<file path="config.mk">
export PLATFORM = sky130hd
export DESIGN_NAME = esc_bank
export DESIGN_NICKNAME = d
export VERILOG_FILES = /design/src/rtl/esc_bank.sv
export SDC_FILE = /design/constraint.sdc
export NUM_CORES = 1
export LEC_CHECK = 0
export CAP_MARGIN = 20
export CORE_AREA = 2 2 175 177
export DETAILED_ROUTE_END_ITERATION = 10
export DIE_AREA = 0 0 177 179
export PLACE_DENSITY_LB_ADDON = 0.05
export SETUP_SLACK_MARGIN = 0.1
export SYNTH_ARGS = -nofsm -noshare
export SYNTH_HDL_FRONTEND = slang
export SYNTH_SLANG_ARGS = --single-unit
</file>
<file path="constraint.sdc">
create_clock -name clk -period 15.1 [get_ports clk]
set_clock_uncertainty 0.15 [all_clocks]
set_input_delay 1.51 -clock clk [delete_from_list [all_inputs] [get_ports clk]]
set_output_delay 1.51 -clock clk [all_outputs]
set_load 0.01 [all_outputs]
</file>
<file path="src/rtl/esc_bank.sv">
// esc_bank: parametrised multi-channel ESC PWM driver with post-reset arming, per-channel slew limiting and frame-aligned pulse updates.
// Latency: wrt -> target in 1 clk; the applied pulse width changes only on frame wrap, by at most RAMP_STEP speed LSBs per frame.
// Backpressure: none; wrt is a strobe accepted every cycle and ignored while motors_off is high.
// Optional feature: define ESC_CLAMP_EN to saturate captured targets to MAX_SPD.
// Ports: clk, rst_n (async active-low) | wrt strobe, motors_off level, spd packed speeds (channel i = spd[i*SPD_W +: SPD_W])
//        | pwm per-channel outputs, frame_start one-cycle wrap pulse, armed high once arming is complete.
module esc_bank #(
   parameter int NUM_CH     = 4,
   parameter int SPD_W      = 11,
   parameter int PERIOD     = 4096,
   parameter int BASE       = 100,
   parameter int MULT       = 1,
   parameter int RAMP_STEP  = 256,
   parameter int ARM_FRAMES = 2,
   parameter int MAX_SPD    = 1800
) (
   input  logic                    clk,
   input  logic                    rst_n,
   input  logic                    wrt,
   input  logic                    motors_off,
   input  logic [NUM_CH*SPD_W-1:0] spd,
   output logic [NUM_CH-1:0]       pwm,
   output logic                    frame_start,
   output logic                    armed
);

   localparam int PER_W  = $clog2(PERIOD);
   localparam int ARM_W  = (ARM_FRAMES > 1) ? $clog2(ARM_FRAMES) : 1;
   // A step wider than the speed range behaves like a full-range step.
   localparam int STEP_I = (RAMP_STEP < 2**SPD_W) ? RAMP_STEP : (2**SPD_W - 1);

   localparam logic signed [SPD_W:0] STEP_S  = (SPD_W+1)'(STEP_I);
   localparam logic signed [SPD_W:0] NSTEP_S = (SPD_W+1)'(-STEP_I);
   localparam logic [SPD_W-1:0]      STEP_U  = SPD_W'(STEP_I);
   localparam logic [PER_W-1:0]      BASE_C  = PER_W'(BASE);
   localparam logic [PER_W-1:0]      MULT_C  = PER_W'(MULT);
   localparam logic [PER_W-1:0]      LAST_C  = PER_W'(PERIOD - 1);

   if (BASE + (2**SPD_W - 1) * MULT >= PERIOD) begin : g_chk_period
      $error("esc_bank: BASE + (2^SPD_W-1)*MULT must be below PERIOD");
   end
   if (ARM_FRAMES < 1) begin : g_chk_arm
      $error("esc_bank: ARM_FRAMES must be at least 1");
   end
   if (MAX_SPD < 0 || MAX_SPD >= 2**SPD_W) begin : g_chk_max
      $error("esc_bank: MAX_SPD must fit in SPD_W bits");
   end

`ifdef ESC_CLAMP_EN
   localparam logic [SPD_W-1:0] MAX_C = SPD_W'(MAX_SPD);
`endif

   function automatic logic [SPD_W-1:0] cap_val(input logic [SPD_W-1:0] v);
`ifdef ESC_CLAMP_EN
      cap_val = (v > MAX_C) ? MAX_C : v;
`else
      cap_val = v;
`endif
   endfunction

   typedef enum logic {
      ST_ARM = 1'b0,
      ST_RUN = 1'b1
   } state_e;

   state_e                   state_q, state_d;
   logic [ARM_W-1:0]         arm_cnt_q, arm_cnt_d;
   logic                     armed_q, armed_d;
   logic [PER_W-1:0]         cnt_q, cnt_d;
   logic                     frame_start_q, frame_start_d;
   logic                     live_q, live_d;
   logic [NUM_CH-1:0]        pwm_q, pwm_d;
   logic [SPD_W-1:0]         tgt_q [NUM_CH];
   logic [SPD_W-1:0]         tgt_d [NUM_CH];
   logic [SPD_W-1:0]         cur_q [NUM_CH];
   logic [SPD_W-1:0]         cur_d [NUM_CH];
   logic [PER_W-1:0]         cmp_q [NUM_CH];
   logic [PER_W-1:0]         cmp_d [NUM_CH];
   logic signed [SPD_W:0]    diff  [NUM_CH];
   logic                     bnd;

   // Frame counter, arming FSM.
   always_comb begin
      bnd           = (cnt_q == LAST_C);
      cnt_d         = bnd ? '0 : cnt_q + 1'b1;
      frame_start_d = bnd;
      // pwm stays low until the first wrap so the partial frame after reset
      // cannot produce a short pulse.
      live_d        = live_q | bnd;
      state_d       = state_q;
      arm_cnt_d     = arm_cnt_q;
      armed_d       = armed_q;
      case (state_q)
         ST_ARM: begin
            if (bnd) begin
               arm_cnt_d = arm_cnt_q + 1'b1;
               if (arm_cnt_q == ARM_W'(ARM_FRAMES - 1)) begin
                  state_d = ST_RUN;
                  armed_d = 1'b1;
               end
            end
         end
         ST_RUN: begin
            state_d = ST_RUN;
         end
         default: begin
            state_d = ST_ARM;
         end
      endcase
   end

   // Per-channel target capture, slew step and compare reload.
   always_comb begin
      pwm_d = '0;
      for (int i = 0; i < NUM_CH; i++) begin
         tgt_d[i] = tgt_q[i];
         cur_d[i] = cur_q[i];
         cmp_d[i] = cmp_q[i];
         diff[i]  = $signed({1'b0, tgt_q[i]}) - $signed({1'b0, cur_q[i]});

         if (wrt) begin
            tgt_d[i] = cap_val(spd[i*SPD_W +: SPD_W]);
         end

         // The step reads tgt_q, so a wrt landing on the boundary edge is
         // only seen from the following frame. In ARM cur is never moved.
         if (bnd && state_q == ST_RUN) begin
            if (diff[i] > STEP_S) begin
               cur_d[i] = cur_q[i] + STEP_U;
            end else if (diff[i] < NSTEP_S) begin
               cur_d[i] = cur_q[i] - STEP_U;
            end else begin
               cur_d[i] = tgt_q[i];
            end
         end

         if (motors_off) begin
            tgt_d[i] = '0;
            cur_d[i] = '0;
         end

         // cmp only moves at the wrap, so the running pulse always finishes
         // with the width it started with.
         if (bnd) begin
            cmp_d[i] = BASE_C + PER_W'(cur_d[i]) * MULT_C;
         end

         pwm_d[i] = live_d && (cnt_d < cmp_d[i]);
      end
   end

   always_ff @(posedge clk or negedge rst_n) begin
      if (!rst_n) begin
         cnt_q         <= '0;
         frame_start_q <= 1'b0;
         live_q        <= 1'b0;
         pwm_q         <= '0;
         state_q       <= ST_ARM;
         arm_cnt_q     <= '0;
         armed_q       <= 1'b0;
         for (int i = 0; i < NUM_CH; i++) begin
            tgt_q[i] <= '0;
            cur_q[i] <= '0;
            cmp_q[i] <= BASE_C;
         end
      end else begin
         cnt_q         <= cnt_d;
         frame_start_q <= frame_start_d;
         live_q        <= live_d;
         pwm_q         <= pwm_d;
         state_q       <= state_d;
         arm_cnt_q     <= arm_cnt_d;
         armed_q       <= armed_d;
         for (int i = 0; i < NUM_CH; i++) begin
            tgt_q[i] <= tgt_d[i];
            cur_q[i] <= cur_d[i];
            cmp_q[i] <= cmp_d[i];
         end
      end
   end

   assign pwm         = pwm_q;
   assign frame_start = frame_start_q;
   assign armed       = armed_q;

endmodule
</file>
==> flow_summary_export.csv <==
group,metric,value,unit
power,vdd_drop_max,0.0000717,V
sta,rsz0062_at_grt,"no",
logic_synthesis,netlist.area_leader.share,0.310,
grt,grt_pass1_wl,48.3,mm
logic_synthesis,syn-cell-area,0.0117,sq mm
clocking,htree_levels,4,
sta,hold_viol,0,
grt,antenna_found_initial,0,
floorplan,die-height,179,um
hold_path,worstHoldPathCells,1,
logic_synthesis,ys_types,89,
worst_setup_path,cp_num_buf_inv,2,
logic_synthesis,synthCells,1277,
final_layout,areaGrowthSynthToFinish,12.8,%
worst_setup_path,critPathArrivalTime,6.35,ns
worst_setup_path,cp_data_required_time,15.25,ns
final_layout,design_area,0.0132,sq mm
final_layout,drive_gt1_frac,0.0852,
floorplan,ios,54,
logic_synthesis,synth_commonest_cells,"nor2_1, dfrtp_1, mux2i_1",
sta,tightest_slew,1.02,ns
logic_synthesis,async_flop_share,1.00,
worst_setup_path,r2r_slack,8.89,ns
routing,vias,9407,
sta,finalSetupViolations,0,
clocking,clockBufferDepth,2,
logic_synthesis,yosysMostFrequentCell,"nor2_1",
worst_setup_path,r2r-end,"pwm[3]",
grt,grt_start_max_net_pins,66,
clocking,clkSlewWorstSetupHoldPaths,0.07,ns
power,power.density,82.0,mW/mm^2
power,total_leakage_power,5.96,nW
worst_setup_path,cpLargestDelayFamily,"simple AND/OR/NAND/NOR gates",
final_layout,fin_nets,1467,
worst_setup_path,path_max_fanout,12,
floorplan,rows,64,
sta,period_minus_slack,6.21,ns
worst_setup_path,startpoint_type,"register",
sta,tns,0,ns
logic_synthesis,yosysSeqAreaShare,0.337,
logic_synthesis,ys_top_cells_by_area,"dfrtp_1, ha_1, mux2i_1",
worst_setup_path,cpMaxStageDelayCell,"fa_1",
place,routabilityCongestion,0.837,
routing,via_per_inst,5.46,
worst_setup_path,crit_type,"reg -> reg",
routing,drc,0,
hold_path,holdPathEnd,"arm_cnt_q",
place,port_buffers,53,
power,power,0.00108,W
floorplan,core-area,0.0300,sq mm
clocking,ctsResizeCount,0,
grt,grt_pass1_vias,9217,
clocking,cts.sinks,157,
place,dpl.hpwl,21.4,mm
final_layout,fillCellCount,2963,
routing,ant_nets,0,
sta,maxSlewHeadroom,0.319,
clocking,cts_hold_buffers,0,
clocking,cts_setup_buffers,0,
logic_synthesis,ys_seq_elements,157,
logic_synthesis,synth_ff_type,"dfrtp_1",
final_layout,diodes,0,
sta,clock.fmax,161,MHz
logic_synthesis,synth_edf_count,0,
clocking,clkLatencyLatePin,0.44,ns
hold_path,hp-class,"reg -> reg",
grt,grt-ovfl-total,0,
routing,wl_per_cell,17.1,um
logic_synthesis,yosys.area.top_type,"dfrtp_1",
clocking,cts_tree,"yes",
place,placed_cell_area,0.0126,sq mm
worst_setup_path,end_kind,"register",
final_layout,fin_util,0.440,
routing,finalWirelength,29.5,mm
floorplan,start_util,0.390,
worst_setup_path,worst_r2r_path_depth,26,
clocking,ctsRootBufferMaster,"clkbuf_16",
routing,drt_iter0_markers,517,
floorplan,die_x,177,um
logic_synthesis,avgSynthCellArea,9.17,sq um
sta,slew_violations,0,
outcome,outcome,"completed",
grt,grt_usage,0.192,
worst_setup_path,crit_path_max_incr_delay,0.40,ns
worst_setup_path,worstReg2RegStart,"tgt_q[0]",
logic_synthesis,yosys_warnings,0,
sta,period_share,0.411,
clocking,cts_buffers,17,
run,maxCapViolCount,0,
hold_path,min_from,"arm_cnt_q",
floorplan,design.die.area,0.0317,sq mm
routing,dr.pass1.iters,4,
logic_synthesis,synth_fp_nets,1430,
## where the power goes
part           internal, W  switching [W]  leakage, nW
Clock             0.000265       0.000186        0.280
Combinational    0.0000796       0.000116         3.65
Sequential        0.000429     0.00000892         2.03
## sequential cells by signal, summed over array words and instances, names as in the netlist
name / cells
cnt_q: 12
arm_cnt_q: 1
pwm: 4
frame_start: 1
cmp_q: 48
tgt_q: 44
live_q: 1
cur_q: 44
armed: 1
state_q: 1
## metrics by stage
stage	worst slack [ns]	hold WS [ns]	cells
finish	8.89	0.319	1723
global route	8.30	0.339	1723
CTS	8.84	0.321	1723
detailed placement	8.92	0.307	1691
global placement	8.98	0.309	1691
floorplan	9.43	0.286	1277
## logic make-up (layout without fill, tap and decap cells)
family / Yosys count / count (layout) / share of synthesized area
adders and majority gates: 105 / 105 / 0.115
muxes: 132 / 132 / 0.116
DFF: 157 / 157 / 0.337
xor gates and xnor gates: 42 / 42 / 0.0314
AOI/OAI and AO/OA: 296 / 296 / 0.186
buffers and inverters: 131 / 181 / 0.0435
and+or+nand+nor: 414 / 414 / 0.172
## routing by layer
metal  track usage  vias to the layer above  part of all wire
met3        0.0299                       20             0.023
met1         0.265                     4541              0.50
met4        0.0424                        0             0.011
li1              -                     4751                 -
met5             0                        -                 0
met2         0.317                       95              0.46
## area by class of cell
class	count	area [sq um]	share of cell area
repair buffers	62	592	0.0448
inverters	87	327	0.0247
flip-flops and latches	157	3940	0.298
clock buffers	22	454	0.0344
clock inverters	10	140	0.0106
multi-input cells	989	7260	0.550
well taps	396	495	0.0375
## how the worst max path moves through the flow
stage                     startpoint  endpoint  slack (ns)  cells past startpoint
after floorplan           motors_off    pwm[3]        9.43                     21
after global placement      tgt_q[0]    pwm[3]        8.98                     26
after detailed placement    tgt_q[0]    pwm[3]        8.92                     26
after CTS                   tgt_q[0]    pwm[3]        8.84                     26
after global routing        tgt_q[0]    pwm[3]        8.30                     26
final                       tgt_q[0]    pwm[3]        8.89                     26
## worst reg2reg max path, cell delays in order (launching register included)
cell and delay [ns]:
dfrtp_1 0.37, inv_1 0.05, ha_1 0.22, fa_1 0.41
and2b_1 0.23, o2111ai_1 0.23, and3_1 0.28, nor4_1 0.26
a41oi_1 0.29, o32ai_2 0.33, buf_4 0.27, mux2i_1 0.11
nor2_1 0.18, ha_1 0.21, nor2b_1 0.17, nand2_1 0.07
mux2i_1 0.21, nor3_1 0.13, nor3b_1 0.27, mux2_2 0.38
mux2i_1 0.17, ha_1 0.26, nand4_1 0.12, nor2_1 0.07
a21oi_1 0.14, o211ai_1 0.10, a311oi_1 0.39
## placed cells by master, fill, tap and decap left out, types with 6 or more instances in the layout
cell | synthesis | routed
and2_1 | 11 | 11
a311oi_1 | 6 | 6
and4_1 | 6 | 6
xnor2_1 | 18 | 18
a211o_1 | 6 | 6
inv_1 | 86 | 86
o2111ai_1 | 10 | 10
nand2b_1 | 20 | 20
clkdlybuf4s50_1 | 0 | 50
nand3_1 | 43 | 43
nor2_1 | 147 | 147
a31oi_1 | 6 | 6
and3_1 | 12 | 12
nor3_1 | 28 | 28
a21o_1 | 28 | 28
a21oi_1 | 75 | 75
mux2_2 | 24 | 24
or3_1 | 9 | 9
nand2_1 | 73 | 73
a211oi_1 | 13 | 13
mux2i_1 | 107 | 107
a41oi_1 | 6 | 6
o211ai_1 | 20 | 20
xor2_1 | 24 | 24
nor2b_1 | 14 | 14
dfrtp_1 | 145 | 145
clkbuf_16 | 0 | 17
buf_4 | 2 | 10
o211a_1 | 7 | 7
nand4_1 | 21 | 21
o21ai_0 | 35 | 35
ha_1 | 101 | 101
o21a_1 | 15 | 15
dfstp_2 | 12 | 12
Note: power is estimated with default switching activity, not from simulation.
